### src/rtl/deadlock_idx0_monitor.sv
// ============================================================================
// Module   : deadlock_idx0_monitor
// Brief    : Per-kernel deadlock detector (instance 0). Asserts a registered
//            block flag after a stall on an unchanged blocked-vector persists.
// Revision : 1.0 - initial release
// ============================================================================
`default_nettype none

module deadlock_idx0_monitor #(
    parameter int NUM_AXIS        = 2,
    parameter int NUM_INST        = 1,
    parameter int BLOCK_THRESHOLD = 1000
) (
    input  logic                clock,
    input  logic                reset,
    input  logic [NUM_AXIS-1:0] axis_block_sigs,
    input  logic [NUM_INST-1:0] inst_idle_sigs,
    input  logic [NUM_INST-1:0] inst_block_sigs,
    output logic                block
);

    localparam int              CNT_W      = $clog2(BLOCK_THRESHOLD + 1);
    localparam int              VEC_W      = NUM_AXIS + NUM_INST;
    localparam logic [CNT_W-1:0] C_CNT_ONE  = CNT_W'(1);
    localparam logic [CNT_W-1:0] C_CNT_LAST = CNT_W'(BLOCK_THRESHOLD - 1);
    localparam logic [CNT_W-1:0] C_CNT_MAX  = CNT_W'(BLOCK_THRESHOLD);
    localparam bit              C_TH_ONE   = (BLOCK_THRESHOLD == 1);

    typedef enum logic [1:0] {
        ST_IDLE    = 2'd0,
        ST_COUNT   = 2'd1,
        ST_BLOCKED = 2'd2
    } state_t;

    state_t             state_q, state_d;
    logic [CNT_W-1:0]   cnt_q,   cnt_d;
    logic [VEC_W-1:0]   vec_q,   vec_d;
    logic               block_q, block_d;

    logic [VEC_W-1:0]   vec_w;
    logic               all_idle_w;
    logic               stall_w;

    // A fully idle kernel has finished, so idle overrides any blocked flag.
    assign vec_w      = {inst_block_sigs, axis_block_sigs};
    assign all_idle_w = &inst_idle_sigs;
    assign stall_w    = (|vec_w) & ~all_idle_w;

    always_ff @(posedge clock or posedge reset) begin
        if (reset) begin
            state_q <= ST_IDLE;
            cnt_q   <= '0;
            vec_q   <= '0;
            block_q <= 1'b0;
        end else begin
            state_q <= state_d;
            cnt_q   <= cnt_d;
            vec_q   <= vec_d;
            block_q <= block_d;
        end
    end

    always_comb begin
        state_d = state_q;
        cnt_d   = cnt_q;
        vec_d   = vec_q;
        block_d = block_q;
        case (state_q)
            ST_IDLE: begin
                if (stall_w) begin
                    cnt_d = C_CNT_ONE;
                    vec_d = vec_w;
                    if (C_TH_ONE) begin
                        block_d = 1'b1;
                        state_d = ST_BLOCKED;
                    end else begin
                        state_d = ST_COUNT;
                    end
                end
            end
            ST_COUNT: begin
                if (!stall_w) begin
                    cnt_d   = '0;
                    state_d = ST_IDLE;
                end else if (vec_w != vec_q) begin
                    // Any change in the blocked set is progress: restart.
                    cnt_d = C_CNT_ONE;
                    vec_d = vec_w;
                end else if (cnt_q >= C_CNT_LAST) begin
                    cnt_d   = C_CNT_MAX;
                    block_d = 1'b1;
                    state_d = ST_BLOCKED;
                end else begin
                    cnt_d = cnt_q + C_CNT_ONE;
                end
            end
            ST_BLOCKED: begin
                if (!stall_w) begin
                    cnt_d   = '0;
                    block_d = 1'b0;
                    state_d = ST_IDLE;
                end
            end
            default: begin
                cnt_d   = '0;
                block_d = 1'b0;
                state_d = ST_IDLE;
            end
        endcase
    end

    assign block = block_q;

endmodule

`default_nettype wire

### config.mk
export PLATFORM = sky130hd
export DESIGN_NAME = deadlock_idx0_monitor
export DESIGN_NICKNAME = d
export VERILOG_FILES = /design/src/rtl/deadlock_idx0_monitor.sv
export SDC_FILE = /design/constraint.sdc
export NUM_CORES = 1
export LEC_CHECK = 0
export CORE_UTILIZATION = 50
export CTS_CLUSTER_DIAMETER = 30
export DETAILED_ROUTE_END_ITERATION = 6
export PLACE_DENSITY_LB_ADDON = 0.2
export SETUP_SLACK_MARGIN = 0.15
export SYNTH_ARGS = -nofsm -noshare
export SYNTH_HDL_FRONTEND = slang
export SYNTH_SLANG_ARGS = --single-unit
### constraint.sdc
create_clock -name clock -period 2.7 [get_ports clock]
set_input_delay 0.81 -clock clock [delete_from_list [all_inputs] [get_ports clock]]
set_output_delay 0.81 -clock clock [all_outputs]
set_load 0.1 [all_outputs]
==> results.txt, run 1 <==
Run status -> complete, no violations
Gpl congestion -> 0.834
Die area -> 0.00210 mm²
Max Fclk -> 0.455 GHz
# diodes -> 0
ANT nets after route -> 0
Minimum clock period -> 2.20 ns
Synthesized cell area -> 962 µm²
Final setup fails -> 0
Total Power -> 0.434 mW
Kind of critical path -> in2reg
Worst-path clk slew -> 0.08 ns
Synth cell types -> 33
IO Port Bufs -> 6
Area grow syn2layout -> 9.10%
Commonest cells after routing, fill and taps aside -> 16 x dfrtp_1, 13 x nand2_1, 7 x o21ai_0, 7 x inv_1, 6 x o221ai_1
Die width -> 45.9 µm
Crit-path max FO -> 8
Avg WL per Cell -> 13.6 µm
Tcrit/Tclk final -> 81.5%
Worst slack at placement -> 0.201 ns
Post-synth EDFFs -> 0
Post-Layout Cell Count -> 135
CTS resizes -> 0
Register bit total from synthesis -> 16
Die H -> 45.9 µm
DP HPWL -> 1.42 mm
Via Count -> 835
Worst skew pair latency -> 0.28 ns
Remaining global-route overflow -> 0
Synth Flop Type -> dfrtp_1
VDD IR-drop max -> 314 µV
Hold buffer count at CTS -> 0
Router iterations before antenna repair -> 5
GRT Util Overall -> 21.6%
Crit path buf inv count -> 1
Arrival @ worst endpoint -> 2.36 ns
Syn Area/Cell -> 9.25 µm²
Clock sinks -> 16
Antenna violations before repair -> 0
Max Slew Vio Count -> 0
CP cell instances -> clkdlybuf4s50_1 -> nor3_2 -> or3_1 -> nor3_1 -> a221o_2
Critical-path top delay cell -> clkdlybuf4s50_1
Clock tree buffer depth -> 2
Core ar. -> 0.00176 mm²
Fin. Hold Viols -> 0
Layout cells sized above 1 -> 8.18%
Worst hold slack -> 0.509 ns
Vias in the first global route -> 760
Final core occ -> 59.5%
Setup TNS -> 0 ns
Worst Setup SP -> axis_block_sigs[0]
Post-DP Area -> 0.00103 mm²
Initial DRC Count -> 35
First-pass GRT wire length -> 3.27 mm
Post-placement cell count -> 132
DRC violations left -> 0
Number of placement rows -> 15
Delay-heaviest family, CP -> simple AND/OR/NAND/NOR gates
Pin count of the biggest net entering global routing -> 17
R2R setup slack -> 0.81 ns
Total CTS buffers -> 3
Asr flop ratio synth -> 100%
Measured slew at the worst slew-check pin -> 0.571 ns
IO Pins -> 7
PD cells -> 413 mW/mm²
Max incr delay on CP -> 0.47 ns
CP Data Required Time -> 2.86 ns
Register area share after synthesis -> 41.6%
Commonest non-fill, non-tap cell in the layout -> dfrtp_1
Reg2reg path depth -> 5
Syn_nets -> 111
Finished Cell Area -> 0.00105 mm²
Layout Nets -> 119
CTS tree -> yes
Reg2reg start -> cnt_q[0]
CP Depth -> 5
Post-Syn Instances -> 104
Initial Util -> 54.5%
Vias per Instance -> 6.19
Slew HR -> 61.9%
Root buf cell -> clkbuf_4
Final wirelength -> 1.84 mm
R2R Path End -> cnt_q[4]
Setup ws final -> 0.501 ns
H-tree depth -> 1
Worst Clk Skew -> 0.00807 ns
Crit path capture -> cnt_q[4]
Layout fillers -> 165
CP Launch Type -> input port
YS warnings -> 0
Lkg Pwr -> 0.405 nW
Postcts setup bufs -> 0
Maxcap violations -> 0
HP Class -> reg2reg
CP endpoint kind -> flip-flop
RSZ-0062 raised after global routing -> no
## cell type report
cell class              count  area [µm²]  share of cell area (%)
multi-input cells          77         504                    48.0
flip-flops and latches     16         400                    38.1
repair buffers              7        65.1                    6.20
clock buffers               3        22.5                    2.15
well taps                  25        31.3                    2.98
inverters                   7        26.3                    2.50
## worst min path at each step
stage	start	endpoint	slack, ns	cells past startpoint
floorplan	vec_q[2]	vec_q[2]	0.46	2
global placement	vec_q[0]	vec_q[0]	0.49	2
detailed placement	vec_q[0]	vec_q[0]	0.49	2
CTS	vec_q[0]	vec_q[0]	0.51	2
finish	vec_q[0]	vec_q[0]	0.51	2
global route	vec_q[1]	vec_q[1]	0.55	2
## sequential cells by signal, indices dropped and copies added, names as in the netlist
signal   count
block        1
cnt_q       10
state_q      2
vec_q        3
## kinds of logic after synthesis
logic type	count (synthesis)	synth area share, %
simple gates	46	25.9
flops	16	41.6
compound gates	27	22.5
xor+xnor	3	2.73
buf+inv	11	5.98
fa+ha+maj	1	1.30
## Yosys cell counts, types with 3 or more instances
library cell  instances  area (µm²)
nor3_1                5        25.0
nor4_1                3        18.8
o221ai_1              6        52.6
xnor2_1               3        26.3
dfrtp_1              16         400
inv_1                 7        26.3
nand2_1              13        48.8
nand3_1               4        20.0
o211ai_1              4        30.0
nor2_1                4        15.0
o21ai_0               7        35.0
nand4_1               5        31.3
## layer usage
layer  routed length (µm)  global-route usage [%]  vias up  part of all wire (%)
li1                     -                       -      407                     -
met1                  863                    29.5      398                    47
met2                  858                    33.0       28                    47
met3                  108                    7.14        2                   5.9
met4                   11                    5.29        0                  0.60
met5                    0                       0        -                     0
## worst min-delay path, stage by stage (launching register included)
cell and delay (ns):
dfrtp_1 0.36, nand2_1 0.06, nand2_1 0.06
## power breakdown
part           switching [mW]  internal, mW
combinational          0.0367        0.0226
clock                  0.0677        0.0517
sequential            0.00698         0.248
total                   0.111         0.322
Power figures use the tool's default switching activity.
==> run 2: changes to the inputs <==
- clock period: 2.7 -> 2.3 ns (I/O delays scaled with it)
==> run 2 against run 1 <==
Utilization up 4.0 points. Clock skew down 0.0063 ns. Clock power up 56%. Combinational power up 39%. First-iteration DRC count down 17%. Via count up 1.6%. Critical path type unchanged. Critical endpoint is now cnt_q[5]. Largest power group unchanged.
==> results.txt, run 2 (synthesis results as in run 1) <==
Arrival @ worst endpoint -> 2.20 ns (-0.16 ns)
Hold buffer count at CTS -> 0 (unchanged)
Critical-path top delay cell -> clkdlybuf4s50_1
CP Data Required Time -> 2.51 ns (-0.35 ns)
Minimum clock period -> 1.99 ns
Initial DRC Count -> 29 (-17%)
Sw frac -> 25.6% (-0.10 points)
Final wirelength -> 2.00 mm (+8.8%)
Number of flip-flops in the largest register -> 10 (unchanged)
Clock power share -> 32.7% (+5.2 points)
Max incr delay on CP -> 0.43 ns (-0.04 ns)
CTS tree -> yes
IO Pins -> 7 (unchanged)
CP endpoint kind -> flip-flop
GRT Util Overall -> 22.6% (+0.95 points)
Measured slew at the worst slew-check pin -> 0.621 ns (+0.0504 ns)
Kind of critical path -> in2reg
Pin count of the biggest net entering global routing -> 17 (unchanged)
Final setup fails -> 0 (unchanged)
Layout Nets -> 126 (+5.9%)
DRC violations left -> 0 (unchanged)
Antenna violations before repair -> 0 (unchanged)
Commonest cells after routing, fill and taps aside -> 16 x dfrtp_1, 13 x nand2_1, 9 x buf_4
Fin. Hold Viols -> 0 (unchanged)
Lkg Pwr -> 0.447 nW (+10%)
Root buf cell -> clkbuf_4
Crit-path max FO -> 6 (-2)
Psw -> 0.146 mW (+31%)
Post-DP Area -> 0.00108 mm² (+5.1%)
Tcrit/Tclk final -> 86.6%
Area of the multi-input gates -> 509 µm² (+0.99%)
Max Slew Vio Count -> 0 (unchanged)
Clock tree buffer depth -> 2 (unchanged)
Run status -> complete, no violations
RSZ-0062 raised after global routing -> no
Area grow syn2layout -> 16.5%
Vias per Instance -> 5.93 (-4.1%)
Delay-heaviest family, CP -> buffers and inverters
Part of the power in registers -> 52.8% (-6.0 points)
First-pass GRT wire length -> 3.37 mm (+3.2%)
Die area -> 0.00210 mm² (unchanged)
Die H -> 45.9 µm (unchanged)
Slew HR -> 58.5% (-3.4 points)
Initial Util -> 54.5% (unchanged)
Core ar. -> 0.00176 mm² (unchanged)
Worst skew pair latency -> 0.29 ns (about the same)
Vias in the first global route -> 801 (+5.4%)
Biggest regs -> cnt_q: 10 flops, vec_q: 3 flops, state_q: 2 flops
CP Launch Type -> input port
Worst-path clk slew -> 0.09 ns (about the same)
Gpl congestion -> 0.789 (-5.4%)
H-tree depth -> 1 (unchanged)
# diodes -> 0 (unchanged)
Router iterations before antenna repair -> 5 (unchanged)
Comb power frac -> 14.5% (+0.8 points)
Number of placement rows -> 15 (unchanged)
DP HPWL -> 1.50 mm (+6.0%)
Die width -> 45.9 µm (unchanged)
HP Class -> reg2reg
Power Internal -> 0.424 mW (+31%)
Finished Cell Area -> 0.00112 mm² (+6.8%)
Layout cells sized above 1 -> 15.3% (+7.1 points)
Storage cell area -> 400 µm² (unchanged)
Maxcap violations -> 0 (unchanged)
CP cell instances -> clkdlybuf4s50_1 -> buf_4 -> xnor2_1 -> and4_1 -> nand2_1 -> o221ai_1
VDD IR-drop max -> 375 µV (+19%)
Crit path buf inv count -> 2 (+1)
Clock sinks -> 16 (unchanged)
Total CTS buffers -> 3 (unchanged)
Avg WL per Cell -> 14.0 µm (+2.7%)
Total Power -> 0.569 mW (+31%)
IO Port Bufs -> 6 (unchanged)
CTS resizes -> 0 (unchanged)
Max Fclk -> 0.502 GHz
PD cells -> 508 mW/mm² (+23%)
Remaining global-route overflow -> 0 (unchanged)
Worst Clk Skew -> 0.00177 ns (-0.00630 ns)
Layout fillers -> 162 (-1.8%)
Most flops, register -> cnt_q
Commonest non-fill, non-tap cell in the layout -> dfrtp_1
ANT nets after route -> 0 (unchanged)
Via Count -> 848 (+1.6%)
Postcts setup bufs -> 0 (unchanged)
run 2: cell types whose count changed in the layout (fill, tap and decap cells not counted), sizes merged:
cell	previous run	this run
clkbuf	3	4
buf	2	9
run 2: layer usage:
layer	routed length [µm]	GRT usage (%)
met5	0	0
met4	13	9.41
met3	60	2.38
met2	929	35.5
met1	1000	31.4
run 2: worst min-delay path, stage by stage (launching register included):
cell     delay, ns
dfrtp_1       0.37
nand2_1       0.05
nand2_1       0.05
run 2: power groups by stage:
| stage | combinational, mW | clock [mW] | sequential (mW) |
|---|---|---|---|
| after floorplan | 0.0444 | 0 | 0.309 |
| after global placement | 0.0801 | 0 | 0.305 |
| after detailed placement | 0.0815 | 0 | 0.306 |
| after CTS | 0.0818 | 0.192 | 0.300 |
| after global routing | 0.0910 | 0.203 | 0.302 |
| final | 0.0826 | 0.186 | 0.300 |
run 2: layout make-up:
class	instances	share of cell area [%]
clock buffer	4	3.24
inverter	7	2.34
multi-input combinational	77	45.4
sequential	16	35.7
tap	25	2.79
timing repair buffer	14	10.5
run 2: final timing paths:
check                           slack, ns       end       startpoint  cells after the start
worst max-delay path                 0.31  cnt_q[5]  inst_block_sigs                      6
worst min-delay path                 0.51  vec_q[2]         vec_q[2]                      2
worst max register to register       0.43  cnt_q[8]         cnt_q[0]                      5
min in group asynchronous            0.77  cnt_q[8]            reset                      2
worst min register to register       0.51  vec_q[2]         vec_q[2]                      2
max in group asynchronous            1.13  cnt_q[4]            reset                      2
run 2: through the flow:
step | instances | utilization [%] | setup TNS [ns] | hold slack [ns] | worst slack (ns)
after detailed placement | 139 | 61.2 | -0.317 | 0.492 | -0.0742
after floorplan | 104 | - | 0 | 0.464 | 0.607
after CTS | 143 | 63.3 | 0 | 0.515 | 0.237
final | 143 | 63.5 | 0 | 0.509 | 0.308
after global routing | 143 | 63.5 | 0 | 0.542 | 0.153
after global placement | 139 | 61.2 | -0.122 | 0.478 | -0.0390
==> run 3: changes to the inputs <==
- CORE_UTILIZATION: 50 -> 35
- CTS_CLUSTER_DIAMETER: 30 -> 100
==> run 3 against run 2 <==
Wire length is 1.6% higher. Critical endpoint unchanged. Largest cell class unchanged. Cell count is 1.4% higher. Combinational power decreased by 4.5%. Die area increased by 41%. Sequential power barely moved. Utilization shrank 20 points.
==> results.txt, run 3 (synthesis results as in run 1) <==
Run status -> complete, no violations
Comb power frac -> 13.8% (-0.7 points)
Commonest cells after routing, fill and taps aside -> 16 x dfrtp_1, 13 x nand2_1, 7 x o21ai_0, 7 x inv_1
Root buf cell -> clkbuf_4
Clock tree buffer depth -> 2 (unchanged)
Total CTS buffers -> 3 (unchanged)
Sw frac -> 26.3% (+0.76 points)
Delay-heaviest family, CP -> simple AND/OR/NAND/NOR gates
Measured slew at the worst slew-check pin -> 0.637 ns (+0.0153 ns)
Avg WL per Cell -> 14.0 µm (+0.24%)
Clock power share -> 33.4% (+0.7 points)
GRT Util Overall -> 17.7% (-4.9 points)
CP endpoint kind -> flip-flop
Die H -> 54.4 µm (+19%)
Minimum clock period -> 2.04 ns (+0.0463 ns)
HP Class -> reg2reg
Die area -> 0.00296 mm² (+41%)
Final setup fails -> 0 (unchanged)
Max Fclk -> 0.491 GHz (-2.3%)
Critical-path top delay cell -> clkdlybuf4s50_1
Finished Cell Area -> 0.00110 mm² (-1.9%)
Part of the power in registers -> 52.7% (about the same)
Clock sinks -> 16 (unchanged)
IO Port Bufs -> 6 (unchanged)
CP Launch Type -> input port
Max Slew Vio Count -> 0 (unchanged)
Area grow syn2layout -> 14.3%
Initial DRC Count -> 21 (-28%)
Biggest regs -> cnt_q: 10 flops, vec_q: 3 flops, state_q: 2 flops
Post-DP Area -> 0.00106 mm² (-1.5%)
H-tree depth -> 1 (unchanged)
Core ar. -> 0.00254 mm² (+44%)
CP cell instances -> clkdlybuf4s50_1 -> nor3_2 -> or3_1 -> nand3b_1 -> o221ai_1
Die width -> 54.4 µm (+19%)
Postcts setup bufs -> 0 (unchanged)
Final core occ -> 43.2% (-20 points)
Remaining global-route overflow -> 0 (unchanged)
Lkg Pwr -> 0.432 nW (-3.3%)
CTS resizes -> 0 (unchanged)
Kind of critical path -> in2reg
Psw -> 0.150 mW (+3.0%)
Final wirelength -> 2.04 mm (+1.6%)
Crit-path max FO -> 6 (unchanged)
First-pass GRT wire length -> 3.64 mm (+8.0%)
Vias in the first global route -> 768 (-4.1%)
Arrival @ worst endpoint -> 2.20 ns (about the same)
Number of flip-flops in the largest register -> 10 (unchanged)
DRC violations left -> 0 (unchanged)
Hold buffer count at CTS -> 0 (unchanged)
CTS tree -> yes
DP HPWL -> 1.46 mm (-3.1%)
Layout fillers -> 267 (+65%)
IO Pins -> 7 (unchanged)
Pin count of the biggest net entering global routing -> 17 (unchanged)
ANT nets after route -> 0 (unchanged)
Commonest non-fill, non-tap cell in the layout -> dfrtp_1
Antenna violations before repair -> 0 (unchanged)
Most flops, register -> cnt_q
Gpl congestion -> 0.786 (-0.41%)
PD cells -> 518 mW/mm² (+2.0%)
Slew HR -> 57.5% (-1.0 points)
Tcrit/Tclk final -> 88.6% (+2.0 points)
Crit path buf inv count -> 1 (-1)
Worst-path clk slew -> 0.10 ns (about the same)
Power Internal -> 0.420 mW (-0.94%)
RSZ-0062 raised after global routing -> no
Maxcap violations -> 0 (unchanged)
Worst Clk Skew -> 0.00133 ns (-0.000437 ns)
Layout Nets -> 123 (-2.4%)
# diodes -> 0 (unchanged)
Number of placement rows -> 18 (+3)
Router iterations before antenna repair -> 4 (-1)
VDD IR-drop max -> 400 µV (+6.7%)
Via Count -> 791 (-6.7%)
Initial Util -> 37.8% (-17 points)
Vias per Instance -> 5.46 (-8.0%)
Layout cells sized above 1 -> 12.2% (-3.1 points)
Max incr delay on CP -> 0.54 ns (+0.11 ns)
CP Data Required Time -> 2.46 ns (-0.05 ns)
Fin. Hold Viols -> 0 (unchanged)
Worst skew pair latency -> 0.29 ns (about the same)
## run 3: cell count changes in the layout (fill, tap and decap cells not counted)
cell   before  now
buf_4       9    6
or3_1       0    1
or3_4       1    0
## run 3: stage by stage
step	cells	hold WS [ns]	TNS, ns	power [mW]	setup WS [ns]
2_1_floorplan	104	0.464	0	0.354	0.607
3_3_place_gp	141	0.477	-0.0216	0.384	-0.0146
3_5_place_dp	141	0.497	-0.173	0.384	-0.0378
4_1_cts	145	0.521	0	0.580	0.275
5_1_grt	145	0.562	0	0.603	0.160
6_report	145	0.522	0	0.570	0.262
## run 3: routing by layer
metal  wire (µm)  GRT usage [%]
met2         826           25.6
met1        1140           25.6
met4           8           2.99
met3          64           5.83
met5           0              0
## run 3: cell type report
class	instances	area [µm²]	share of cell area, %
multi-input cells	77	504	45.8
flip-flops and latches	16	400	36.4
repair buffers	11	95.1	8.65
well taps	30	37.5	3.41
clock buffers	4	36.3	3.30
inverters	7	26.3	2.39
## run 3: final timing paths
kind / from / end / slack [ns] / depth (start not counted)
setup / recovery: axis_block_sigs[1] / cnt_q[5] / 0.26 / 5
hold / removal: vec_q[0] / vec_q[0] / 0.52 / 2
setup reg to reg: cnt_q[0] / cnt_q[4] / 0.41 / 5
hold reg to reg: vec_q[0] / vec_q[0] / 0.52 / 2
max in group asynchronous: reset / cnt_q[4] / 1.12 / 2
min in group asynchronous: reset / vec_q[2] / 0.77 / 2
## run 3: worst register-to-register path, stage by stage (launching register included)
cell     delay, ns
dfrtp_1       0.42
ha_1          0.26
a211o_1       0.32
and3_1        0.34
nor3_1        0.28
a221o_2       0.21
## run 3: power by group through the flow
stage / registers [mW] / logic, mW / clock network [mW]
after global routing: 0.302 / 0.0881 / 0.212
after global placement: 0.305 / 0.0784 / 0
after floorplan: 0.309 / 0.0444 / 0
after CTS: 0.300 / 0.0792 / 0.200
after detailed placement: 0.306 / 0.0786 / 0
final: 0.300 / 0.0789 / 0.191
==> RTL edit, RTL diff (settings of run 1) <==
Encoding of `state_t`: now one-hot (3 bits for 3 states).
--- a/src/rtl/deadlock_idx0_monitor.sv
+++ b/src/rtl/deadlock_idx0_monitor.sv
@@ -27,8 +27,8 @@
     localparam bit              C_TH_ONE   = (BLOCK_THRESHOLD == 1);
 
-    typedef enum logic [1:0] {
-        ST_IDLE    = 2'd0,
-        ST_COUNT   = 2'd1,
-        ST_BLOCKED = 2'd2
+    typedef enum logic [2:0] {
+        ST_IDLE    = 3'b001,
+        ST_COUNT   = 3'b010,
+        ST_BLOCKED = 3'b100
     } state_t;
 
Check against the original RTL: same outputs for any inputs over 10 cycles, from zero or initial values and one cycle with reset high; not proved beyond that.
==> RTL edit against run 1 <==
  * Global-route usage fell by 1.4 points
  * Worst setup slack worse by 49 ps
  * Design area is 17% higher
  * Sequential cell count rose by 1
  * Routed wire length grew 16%
  * Clock skew grew 4.0 ps
  * Non-clock buffer count up 4
  * Synthesized area increased by 12%
  * Register-to-register slack got worse by 20 ps
  * Critical path depth is the same
  * Critical path type unchanged
  * Synthesized cell count up 2.9%
  * Maximum frequency down 2.2%
Power is not compared: it rests on default switching activity, and its combinational part moved more than twofold at a synthesized area within 25%.
==> RTL edit: results (changes against run 1) <==
DRT Pass-1 Iters 4 (-1); Root Driver clkbuf_4; Synth top area share 0.3725 (-0.04360); Distinct cells, synth 46 (+39%); first-pass GRT wire length 3.650 mm (+12%); Slew @ Worst Pin 671.1 ps (+100.1 ps); largest net degree at the start of global routing 18 (+1); sw frac 0.3134; Post-CTS Resized 0 (unchanged); Hold Path Class reg2reg; Largest regs cnt_q (10), state_q (3), vec_q (3); Syn Nets 114 (+2.7%); Worst-path clk slew 120 ps (+40 ps); Post-synth ARST share 1.000 (unchanged); WL per Instance 14.52 um (+6.4%); crit-path max cell delay 570 ps (+100 ps); Setup Buffers After CTS 0 (unchanged); initial antenna violation count 0 (unchanged); Synth warnings 0 (unchanged); status completed; synth top area cells dfrtp_1, a221o_1, o31ai_1; Final #Nets 128 (+7.6%); total track usage 0.2024 (-0.01404); Final Skew 12.07 ps (+3.999 ps); layout cell share with drive strength beyond 1 0.2083 (+0.1265); clock buffer depth 2 (unchanged); synth cell count leaders dfrtp_1, nor3_1, nand2_1, o21ai_0; placed cell areas 1195 um2 (+16%); routability cong. 0.8165 (-2.1%); CP arrival 2490 ps (+130 ps); PortBufs 6 (unchanged); antenna diode count 0 (unchanged); fill cell count 171 (+3.6%); ys flop type dfrtp_1; DRT iter0 DRCs 33 (-5.7%); sequential cell area fraction in the yosys report 0.3970 (-0.01915); TritonCTS Buffers 3 (unchanged); worst vdd ir 0.0003741 V; clk_lat worst skew 310 ps (+30 ps); vias 918 (+9.9%); crit-path max FO 12 (+4); vias in the first global route 821 (+8.0%); dpl hpwl 1.517 mm (+7.1%); slowest cell on the critical path or4_4; Leak Pwr 0.4851 nW; CTS H-tree depth 1 (unchanged)
[RTL edit: cell types whose count changed in the layout (fill, tap and decap cells not counted), moves of 4 or more]
cell | before | now
a221o_1 | 0 | 4
buf_4 | 2 | 6
nand2_1 | 13 | 6
nand2b_1 | 0 | 5
o221ai_1 | 6 | 0
o31ai_1 | 0 | 5
[RTL edit: path summary, 6_finish.rpt]
kind | to | start | cells past startpoint | slack [ps]
setup / recovery | cnt_q[5] | axis_block_sigs[0] | 5 | 450
max in group asynchronous | cnt_q[6] | reset | 2 | 1380
hold reg to reg | block | block | 1 | 530
setup reg to reg | state_q[2] | cnt_q[0] | 5 | 790
hold / removal | block | block | 1 | 530
min in group asynchronous | cnt_q[8] | reset | 2 | 880
[RTL edit: metal layers]
layer | GRT usage | vias to the layer above | routed length, um
met4 | 0.04412 | 0 | 13
met5 | 0 | - | 0
met3 | 0.06604 | 2 | 99
met1 | 0.2676 | 449 | 1005
li1 | - | 448 | -
met2 | 0.3239 | 19 | 1015
[RTL edit: logic make-up (layout without fill, tap and decap cells)]
family | Yosys count | after routing | share of synthesized area
adders and majority gates | 1 | 1 | 0.01164
muxes | 3 | 3 | 0.03143
AOI/OAI and AO/OA | 37 | 37 | 0.2829
and+or+nand+nor | 40 | 40 | 0.2305
DFF | 17 | 17 | 0.3970
buffers and inverters | 6 | 19 | 0.02211
xor gates and xnor gates | 3 | 3 | 0.02445
[RTL edit: through the flow]
stage,util,worst slack (ps),std cells
finish,0.6181,452.1,147
CTS,0.6181,464.7,147
detailed placement,0.6029,147.3,143
global placement,0.6029,178.1,143
floorplan,-,701.4,107
global route,0.6181,396.4,147
[RTL edit: worst max-delay path, delay by kind of cell]
kind / cells / cell delay (ps)
AND/OR/NAND/NOR: 3 / 960
buffers and inverters: 1 / 520
AO/OA/AOI/OAI: 1 / 200
[RTL edit: power by group through the flow]
stage	logic (mW)	clock network (mW)	registers [mW]
after detailed placement	0.123	0	0.303
final	0.122	0.149	0.298
after global placement	0.121	0	0.302
after floorplan	0.0869	0	0.297
after CTS	0.123	0.154	0.298
after global routing	0.136	0.164	0.303
[RTL edit: cell type report]
cell class | count | area share
Clock buffer | 3 | 0.01839
Clock inverter | 1 | 0.006129
Inverter | 4 | 0.01226
Multi-Input combinational cell | 84 | 0.5097
Sequential cell | 17 | 0.3483
Tap cell | 27 | 0.02758
Timing Repair Buffer | 11 | 0.07763
